### src/rtl/dkm_pkg.sv
// Shared definitions for the drink machine and its payout controller.
package dkm_pkg;

    // Payout controller states
    typedef enum logic [2:0] {
        ST_IDLE      = 3'd0,
        ST_EJ_CAN    = 3'd1,
        ST_EJ_NICKEL = 3'd2,
        ST_EJ_DIME   = 3'd3,
        ST_GAP       = 3'd4,
        ST_FAULT     = 3'd5
    } state_t;

    // Default sizing of the payout controller
    localparam int CW_DEF      = 4;
    localparam int TIMEOUT_DEF = 16;
    localparam int GAP_DEF     = 2;

    // Coin values in cents, as used by the vending machine core
    localparam int NICKEL_CENTS = 5;
    localparam int DIME_CENTS   = 10;

endpackage

### src/rtl/dkm_payout_cnt.sv
// Saturating pending-item counter: adds 0..3 and removes 0..1 per cycle.
module dkm_payout_cnt
    import dkm_pkg::*;
#(
    parameter int CW = CW_DEF
) (
    input  logic          clk,
    input  logic          rst,
    input  logic [1:0]    inc,
    input  logic          dec,
    output logic [CW-1:0] count,
    output logic          nonzero,
    output logic          sat
);

    // Two extra bits hold count + 3 without wrapping
    localparam int SW = CW + 2;
    localparam logic [SW-1:0] MAX_S = SW'((1 << CW) - 1);

    logic [CW-1:0] count_q, count_d;
    logic [SW-1:0] sum;

    function automatic logic [CW-1:0] sat_clip(input logic [SW-1:0] s);
        return (s > MAX_S) ? MAX_S[CW-1:0] : s[CW-1:0];
    endfunction

    // Net increment/decrement, clipped at full scale; a decrement of an empty count is dropped
    always_comb begin
        sum     = {2'b00, count_q} + {{CW{1'b0}}, inc} - {{(SW-1){1'b0}}, dec & nonzero};
        count_d = sat_clip(sum);
        sat     = (sum > MAX_S);
    end

    // Count register
    always_ff @(posedge clk or posedge rst) begin
        if (rst) count_q <= '0;
        else     count_q <= count_d;
    end

    assign nonzero = |count_q;
    assign count   = count_q;

endmodule

### src/rtl/dkm_payout.sv
// Payout controller: queues can/coin requests and ejects them one at a time
// with an eject/done handshake, a per-item timeout and a forced idle gap.
module dkm_payout
    import dkm_pkg::*;
#(
    parameter int TIMEOUT = TIMEOUT_DEF,
    parameter int GAP     = GAP_DEF,
    parameter int CW      = CW_DEF
) (
    input  logic CLK,
    input  logic RST,
    input  logic DISPENSE,
    input  logic NICKEL_OUT,
    input  logic DIME_OUT,
    input  logic TWO_DIME_OUT,
    input  logic CAN_DONE,
    input  logic NICKEL_DONE,
    input  logic DIME_DONE,
    output logic CAN_EJECT,
    output logic NICKEL_EJECT,
    output logic DIME_EJECT,
    output logic BUSY,
    output logic OVERFLOW,
    output logic FAULT
);

    localparam int TW = $clog2(TIMEOUT + 1);
    localparam int GW = $clog2(GAP + 1);
    localparam logic [TW-1:0] T_LAST = TW'(TIMEOUT - 1);
    localparam logic [GW-1:0] G_LAST = GW'(GAP - 1);

    state_t        state_q, state_d;
    logic [TW-1:0] timer_q, timer_d;
    logic [GW-1:0] gap_q, gap_d;
    logic          overflow_q, overflow_d;

    logic          can_dec, nkl_dec, dim_dec, done_sel;
    logic [CW-1:0] can_cnt, nkl_cnt, dim_cnt;
    logic          can_nz, nkl_nz, dim_nz;
    logic          can_sat, nkl_sat, dim_sat;
    logic [1:0]    dim_inc;

    assign dim_inc = {TWO_DIME_OUT, 1'b0} + {1'b0, DIME_OUT};

    dkm_payout_cnt #(.CW(CW)) u_can_cnt (
        .clk(CLK), .rst(RST), .inc({1'b0, DISPENSE}), .dec(can_dec),
        .count(can_cnt), .nonzero(can_nz), .sat(can_sat)
    );

    dkm_payout_cnt #(.CW(CW)) u_nkl_cnt (
        .clk(CLK), .rst(RST), .inc({1'b0, NICKEL_OUT}), .dec(nkl_dec),
        .count(nkl_cnt), .nonzero(nkl_nz), .sat(nkl_sat)
    );

    dkm_payout_cnt #(.CW(CW)) u_dim_cnt (
        .clk(CLK), .rst(RST), .inc(dim_inc), .dec(dim_dec),
        .count(dim_cnt), .nonzero(dim_nz), .sat(dim_sat)
    );

    // Next state, handshake acceptance, eject timer and gap counter
    always_comb begin
        state_d    = state_q;
        timer_d    = timer_q;
        gap_d      = gap_q;
        can_dec    = (state_q == ST_EJ_CAN)    && CAN_DONE;
        nkl_dec    = (state_q == ST_EJ_NICKEL) && NICKEL_DONE;
        dim_dec    = (state_q == ST_EJ_DIME)   && DIME_DONE;
        done_sel   = can_dec | nkl_dec | dim_dec;
        overflow_d = overflow_q | can_sat | nkl_sat | dim_sat;
        case (state_q)
            ST_IDLE: begin
                timer_d = '0;
                if      (can_nz) state_d = ST_EJ_CAN;
                else if (nkl_nz) state_d = ST_EJ_NICKEL;
                else if (dim_nz) state_d = ST_EJ_DIME;
            end
            ST_EJ_CAN, ST_EJ_NICKEL, ST_EJ_DIME: begin
                // A DONE on the last allowed cycle still wins over the timeout
                if (done_sel) begin
                    state_d = ST_GAP;
                    timer_d = '0;
                    gap_d   = '0;
                end else if (timer_q == T_LAST) begin
                    state_d = ST_FAULT;
                end else begin
                    timer_d = timer_q + 1'b1;
                end
            end
            ST_GAP: begin
                if (gap_q == G_LAST) state_d = ST_IDLE;
                else                 gap_d   = gap_q + 1'b1;
            end
            ST_FAULT: state_d = ST_FAULT;
            default:  state_d = ST_IDLE;
        endcase
    end

    // State, timer, gap counter and sticky overflow registers
    always_ff @(posedge CLK or posedge RST) begin
        if (RST) begin
            state_q    <= ST_IDLE;
            timer_q    <= '0;
            gap_q      <= '0;
            overflow_q <= 1'b0;
        end else begin
            state_q    <= state_d;
            timer_q    <= timer_d;
            gap_q      <= gap_d;
            overflow_q <= overflow_d;
        end
    end

    // Outputs decode the registered state only, so at most one EJECT is ever high
    assign CAN_EJECT    = (state_q == ST_EJ_CAN);
    assign NICKEL_EJECT = (state_q == ST_EJ_NICKEL);
    assign DIME_EJECT   = (state_q == ST_EJ_DIME);
    assign FAULT        = (state_q == ST_FAULT);
    assign OVERFLOW     = overflow_q;
    assign BUSY         = (state_q != ST_IDLE) || ((can_cnt | nkl_cnt | dim_cnt) != '0);

endmodule

### config.mk
export PLATFORM = sky130hd
export DESIGN_NAME = dkm_payout
export DESIGN_NICKNAME = d
export VERILOG_FILES = /design/src/rtl/dkm_pkg.sv /design/src/rtl/dkm_payout_cnt.sv /design/src/rtl/dkm_payout.sv
export SDC_FILE = /design/constraint.sdc
export NUM_CORES = 1
export LEC_CHECK = 0
export CAP_MARGIN = 20
export CORE_UTILIZATION = 33
export DETAILED_ROUTE_END_ITERATION = 8
export PLACE_DENSITY_LB_ADDON = 0.08
export SLEW_MARGIN = 0
export SYNTH_ARGS = -nofsm -noshare
export SYNTH_HDL_FRONTEND = slang
export SYNTH_SLANG_ARGS = --single-unit
### constraint.sdc
create_clock -name CLK -period 2.6 [get_ports CLK]
set_input_delay 0.52 -clock CLK [delete_from_list [all_inputs] [get_ports CLK]]
set_output_delay 0.52 -clock CLK [all_outputs]
set_load 0.01 [all_outputs]
== Word level (Yosys, flattened, before mapping) ==
Cells that the tools add are included.

* Register bits: 23
* Input port bits: 9
* Output and inout bits: 6
* Word-level logic and storage cells: 74

* Add/sub/neg operators: 9
* Order comparisons: 3
* Equality and inequality tests: 13
* Multiplexer cells: 16
* Bitwise operators: 10
* Reduce and logical (&&, ||, !) cells: 16

{| class="wikitable"
|+ Operator list
! operator !! count
|-
| > comparator 6 x 4 -> 1 bit, second input constant || 3
|-
| two-way mux 3 bit || 6
|-
| subtractor 6 x 1 -> 6 bit || 3
|-
| two-way mux 4 bit || 3
|-
| one-hot mux 3 bit (4 select lines) || 1
|-
| OR reduction 4 bit || 3
|-
| adder 4 x 1 -> 5 bit || 2
|-
| two-way mux 5 bit || 2
|-
| one-hot mux 5 bit (2 select lines) || 1
|-
| bitwise OR 4 bit || 2
|-
| equality test 3 x 2 -> 1 bit, second input constant || 2
|-
| equality test 3 bit, second input constant || 2
|-
| inequality test 2 bit, second input constant || 3
|-
| inequality test 3 bit, second input constant || 2
|-
| AND reduction 3 bit || 2
|-
| adder 4 x 2 -> 5 bit || 1
|-
| adder 5 x 1 -> 5 bit, second input constant || 1
|-
| equality test 5 x 4 -> 1 bit, second input constant || 1
|-
| bitwise OR 1 bit || 5
|-
| two-way mux 2 bit || 2
|-
| inequality test 4 x 1 -> 1 bit, second input constant || 1
|-
| one-hot mux 2 bit (2 select lines) || 1
|-
| nonzero test 2 bit || 2
|-
| nonzero test 4 bit || 1
|-
| other kinds (11) || 15
|}

== Logic depth before layout (Yosys ltp) ==
* Depth after elaboration: 8
* Gate-level depth with buffers: 10
* Depth with buffers taken out: 9

== By module ==
Synthesis repeated with hierarchy kept, for this count alone.

* Cell total of the unflattened synthesis: 228
* Area, all modules: 1991.9 µm²

{| class="wikitable"
|+ By module, submodules not included
! module !! instances !! cells each !! area an instance (µm²) !! seq. area each (µm²)
|-
| dkm_payout_cnt || 3 || 46 || 400.4 || 100.1
|-
| dkm_payout || 1 || 90 || 790.8 || 275.3
|}

== Worst setup path before layout ==
No wires, ideal clock.

* Kind: input port to flip-flop
* Start point: input port DIME_OUT
* End point: register overflow_q (netlist: OVERFLOW)
* Library setup time: 0.133 ns
* Arrival time: 1.901 ns
* Data required time: 2.467 ns
* Path slack: 0.566 ns
* Stages on the path: 7
* Buffers on the path: 0
* Cells stage by stage: ha_1 > fa_1 > inv_1 > ha_1 > a21oi_1 > o21a_1 > nand4b_1

* Cells in the longest elaborated chain, start to end: 5

{| class="wikitable"
|+ Ends and longest elaborated chain
! element !! RTL line !! RTL
|-
| start, declared || dkm_payout.sv:14 || <nowiki>input logic DIME_OUT,</nowiki>
|-
| adder 2 x 1 -> 2 bit || dkm_payout.sv:43 || <nowiki>assign dim_inc = {TWO_DIME_OUT, 1'b0} + {1'b0, DIME_OUT};</nowiki>
|-
| adder 4 x 2 -> 5 bit || dkm_payout_cnt.sv:29 || <nowiki>sum = {2'b00, count_q} + {{CW{1'b0}}, inc} - {{(SW-1){1'b0}}, dec & nonzero};</nowiki>
|-
| subtractor 6 x 1 -> 6 bit || dkm_payout_cnt.sv:29 ||
|-
| > comparator 6 x 4 -> 1 bit || dkm_payout_cnt.sv:31 || <nowiki>sat = (sum > MAX_S);</nowiki>
|-
| bitwise OR 1 bit || dkm_payout.sv:69 || <nowiki>overflow_d = overflow_q | can_sat | nkl_sat | dim_sat;</nowiki>
|-
| named net overflow_d || dkm_payout.sv:35 || <nowiki>logic overflow_q, overflow_d;</nowiki>
|-
| end signal, assigned || dkm_payout.sv:109 || <nowiki>overflow_q <= overflow_d;</nowiki>
|-
| end, declared || dkm_payout.sv:35 ||
|}

The timed path passes the listed nets, and every way through them passes these cells.
A chain may end at the register's enable or synchronous reset.

== Worst setup path after layout ==
* Start point: register u_can_cnt.count_q[2] (netlist: u_can_cnt.count[2])
* End point: output port BUSY

* Cells in the longest elaborated chain, start to end: 4

{| class="wikitable"
|+ Ends and longest elaborated chain
! element !! RTL line !! RTL
|-
| start, declared || dkm_payout_cnt.sv:20 || <nowiki>logic [CW-1:0] count_q, count_d;</nowiki>
|-
| start signal, assigned || dkm_payout_cnt.sv:37 || <nowiki>else count_q <= count_d;</nowiki>
|-
| bitwise OR 4 bit (2 in a row) || dkm_payout.sv:119 || <nowiki>assign BUSY = (state_q != ST_IDLE) || ((can_cnt | nkl_cnt | dim_cnt) != '0);</nowiki>
|-
| nonzero test 4 bit || dkm_payout.sv:119 ||
|-
| logical OR 1 bit || dkm_payout.sv:119 ||
|-
| end, declared || dkm_payout.sv:22 || <nowiki>output logic BUSY,</nowiki>
|}

No other way between the ends.

==> impl_metrics.py <==
metrics = {
    "outcome": {
        "status": "complete, no violations",
    },
    "synthesis": {
        "ys.warnings.count": 0,
        "syn_area_um2": 1670,
        "async_flop_share_pct": 100,
        "synth_edf_count": 0,
        "ys.flop_type": "dfrtp_1",
        "ys_ff_latch": 23,
        "synthDominantCellAreaShare_pct": 34.4,
        "synth_nets": 212,
        "synthCells": 187,
        "yosys.area.top_type": "dfrtp_1",
        "synth.area.top_cells": "dfrtp_1, ha_1, nand2_1",
        "ys_types": 48,
        "synth.avg_cell_area_um2": 8.94,
        "ys_seq_area_share_pct": 34.4,
    },
    "timing": {
        "finalHoldViolations": 0,
        "whs_ns": 0.440,
        "slew_headroom_pct": 72.9,
        "skew_ns": 0.00442,
        "fmax_mhz": 409,
        "setup_ws_ns": 0.157,
        "worstMarginPinSlew_ns": 0.400,
        "drv_slew": 0,
        "setup_viol": 0,
        "fin_crit_sh_pct": 94.0,
        "totalNegativeSetupSlack_ns": 0,
        "period_minus_slack_ns": 2.44,
        "grt_setup_unrepaired": "no",
    },
    "clock_tree": {
        "cts_resized": 0,
        "root_buffer": "clkbuf_8",
        "cts_tree": "done",
        "clkSlewWorstSetupHoldPaths_ns": 0.08,
        "postCtsHoldBufs": 0,
        "clock_sinks": 23,
        "clk_latency_ns": 0.26,
        "ctsLongestPathBuffers": 2,
        "htreeDepth": 1,
        "post_cts_buffers": 0,
        "numCtsBuffers": 3,
    },
    "global_route": {
        "grt_max_degree": 21,
        "antenna_found_initial": 0,
        "grt-ovfl-total": 0,
        "met2_usage_pct": 27.3,
        "grt_pass1_wl_um": 6440,
        "grt_pass1_vias": 1405,
        "busiest_layer": "met2",
        "met3_usage_pct": 3.31,
        "track_usage_pct": 15.5,
        "grtUsageMet1_pct": 19.6,
    },
    "place": {
        "place_inst": 265,
        "post-dp-hpwl_um": 2850,
        "pre_cts_slack_ns": -0.0422,
        "portBuffers": 14,
        "place_congestion": 0.822,
    },
    "critical_path": {
        "crit_path_max_incr_delay_ns": 0.52,
        "crit_arrival_ns": 1.92,
        "crit_required_ns": 2.08,
        "path_buf_inv": 1,
        "slowest_stage": "dfrtp_1",
        "r2r-start": "state_q[1]$_DFFE_PP0P_",
        "cp-end-kind": "primary output",
        "cp-start-kind": "flop",
        "crit_type": "flop to primary output",
        "critPathMaxFanout": 10,
        "cp_top_family": "simple AND/OR/NAND/NOR gates",
        "worstPathCellList": "nor4_4 > nand4_1 > clkdlybuf4s50_1",
        "timing.rr.end": "OVERFLOW$_DFF_PP0_",
        "reg2reg_depth": 9,
        "rrSetupSlack_ns": 0.38,
    },
    "power": {
        "leakagePower_nw": 0.837,
        "power.density_nw_per_um2": 993,
        "ir_worst_vdd_v": 0.000531,
    },
    "final_layout": {
        "fillers": 488,
        "final_cells": 269,
        "final_layout_size_suffix_gt1_share_pct": 6.93,
        "nNetsFinal": 228,
        "area_growth_pct": 16.7,
        "num_antenna_cells": 0,
    },
    "route": {
        "viasPerCell": 5.30,
        "drc": 0,
        "routed_wl_um": 3700,
        "ant_nets": 0,
        "dr.pass1.iters": 4,
        "wl_per_cell_um": 13.8,
        "via_count": 1427,
        "drt-initial-drc-count": 71,
    },
    "die": {
        "fp-row-count": 25,
        "die_h_um": 73.2,
        "ios": 15,
        "die_area_um2": 5350,
        "die_width_um": 73.2,
        "coreArea_um2": 4790,
        "start_util_pct": 34.9,
    },
    "min_path": {
        "hp-class": "input pin to async pin",
    },
    "flow_run": {
        "cap_violations": 0,
    },
}
[kinds of logic (layout without fill, tap and decap cells)]
| logic type | after synthesis | count (layout) | synth area share, % |
|---|---|---|---|
| multiplexers | 4 | 4 | 2.54 |
| XOR/XNOR | 7 | 7 | 3.67 |
| AND/OR/NAND/NOR | 69 | 69 | 22.8 |
| AO/OA/AOI/OAI | 43 | 43 | 17.6 |
| flip-flops | 23 | 23 | 34.4 |
| adder cells (fa/ha/maj) | 16 | 16 | 12.4 |
| buffers and inverters | 25 | 40 | 6.59 |
[worst max path at each step]
stage,slack (ns),from,to,depth (start not counted)
finish,0.16,u_can_cnt.count[2]$_DFF_PP0_,BUSY,3
global route,0.07,u_nkl_cnt.count[2]$_DFF_PP0_,BUSY,4
CTS,0.04,u_can_cnt.count[2]$_DFF_PP0_,BUSY,3
detailed placement,-0.04,DIME_OUT,OVERFLOW$_DFF_PP0_,8
global placement,0.06,DIME_OUT,OVERFLOW$_DFF_PP0_,8
floorplan,0.57,DIME_OUT,OVERFLOW$_DFF_PP0_,7
[report_power, final]
| part | leakage, nW | switching, mW | internal, mW |
|---|---|---|---|
| clock | 0.0228 | 0.110 | 0.109 |
| combinational | 0.534 | 0.529 | 0.480 |
| sequential | 0.281 | 0.201 | 0.507 |
[layout by cell type, fill, tap and decap left out, types with 3 or more instances in the layout]
cell type,instances
dfrtp_1,23
nand2_1,18
inv_1,16
ha_1,15
clkdlybuf4s50_1,14
a21oi_1,10
nor2_1,9
nand2b_1,8
nor3_1,7
buf_4,6
nand4b_1,5
o21ai_1,5
xnor2_1,5
nor4_1,4
a21o_1,4
and3_1,4
o22ai_1,3
a31oi_1,3
nand3_1,3
clkbuf_8,3
[Yosys cell counts, drive strengths merged, types with 2 or more instances]
cell,instances
a31o,2
a21o,4
buf,6
o21ai,7
and3,4
o211ai,2
a31oi,3
nand2,18
xnor2,5
nand4b,5
nor2,9
nand3,3
nor2b,2
mux2,2
inv,16
ha,15
o22ai,3
o21a,2
a21oi,11
nor4,6
mux2i,2
xor2,2
clkbuf,3
dfrtp,23
or4,2
nor3,7
nand2b,8
[per-layer routing]
metal	wire length, um	vias up
met5	0	-
met4	25	0
met3	104	2
met2	1850	24
met1	1720	696
li1	-	705
[stage by stage]
step | util (%) | power (mW) | cell area (um^2)
after floorplan | - | 1.45 | 1670
final | 40.8 | 1.94 | 1950
after CTS | 40.4 | 1.93 | 1940
after global routing | 40.8 | 2.14 | 1950
after global placement | 39.5 | 1.69 | 1890
after detailed placement | 39.5 | 1.70 | 1890
[area by class of cell]
| class | instances | area [um^2] | share of cell area [%] |
|---|---|---|---|
| inverters | 16 | 60.1 | 3.08 |
| multi-input cells | 139 | 1000 | 51.3 |
| flip-flops and latches | 23 | 576 | 29.5 |
| repair buffers | 20 | 185 | 9.49 |
| clock buffers | 4 | 45.0 | 2.31 |
| well taps | 67 | 83.8 | 4.30 |
[state kept, by name, summed over array words and instances, names as in the netlist]
name / flops
u_nkl_cnt.count: 4
OVERFLOW: 1
gap_q: 2
u_dim_cnt.count: 4
u_can_cnt.count: 4
state_q: 3
timer_q: 5
(Power assumes the default switching activity.)
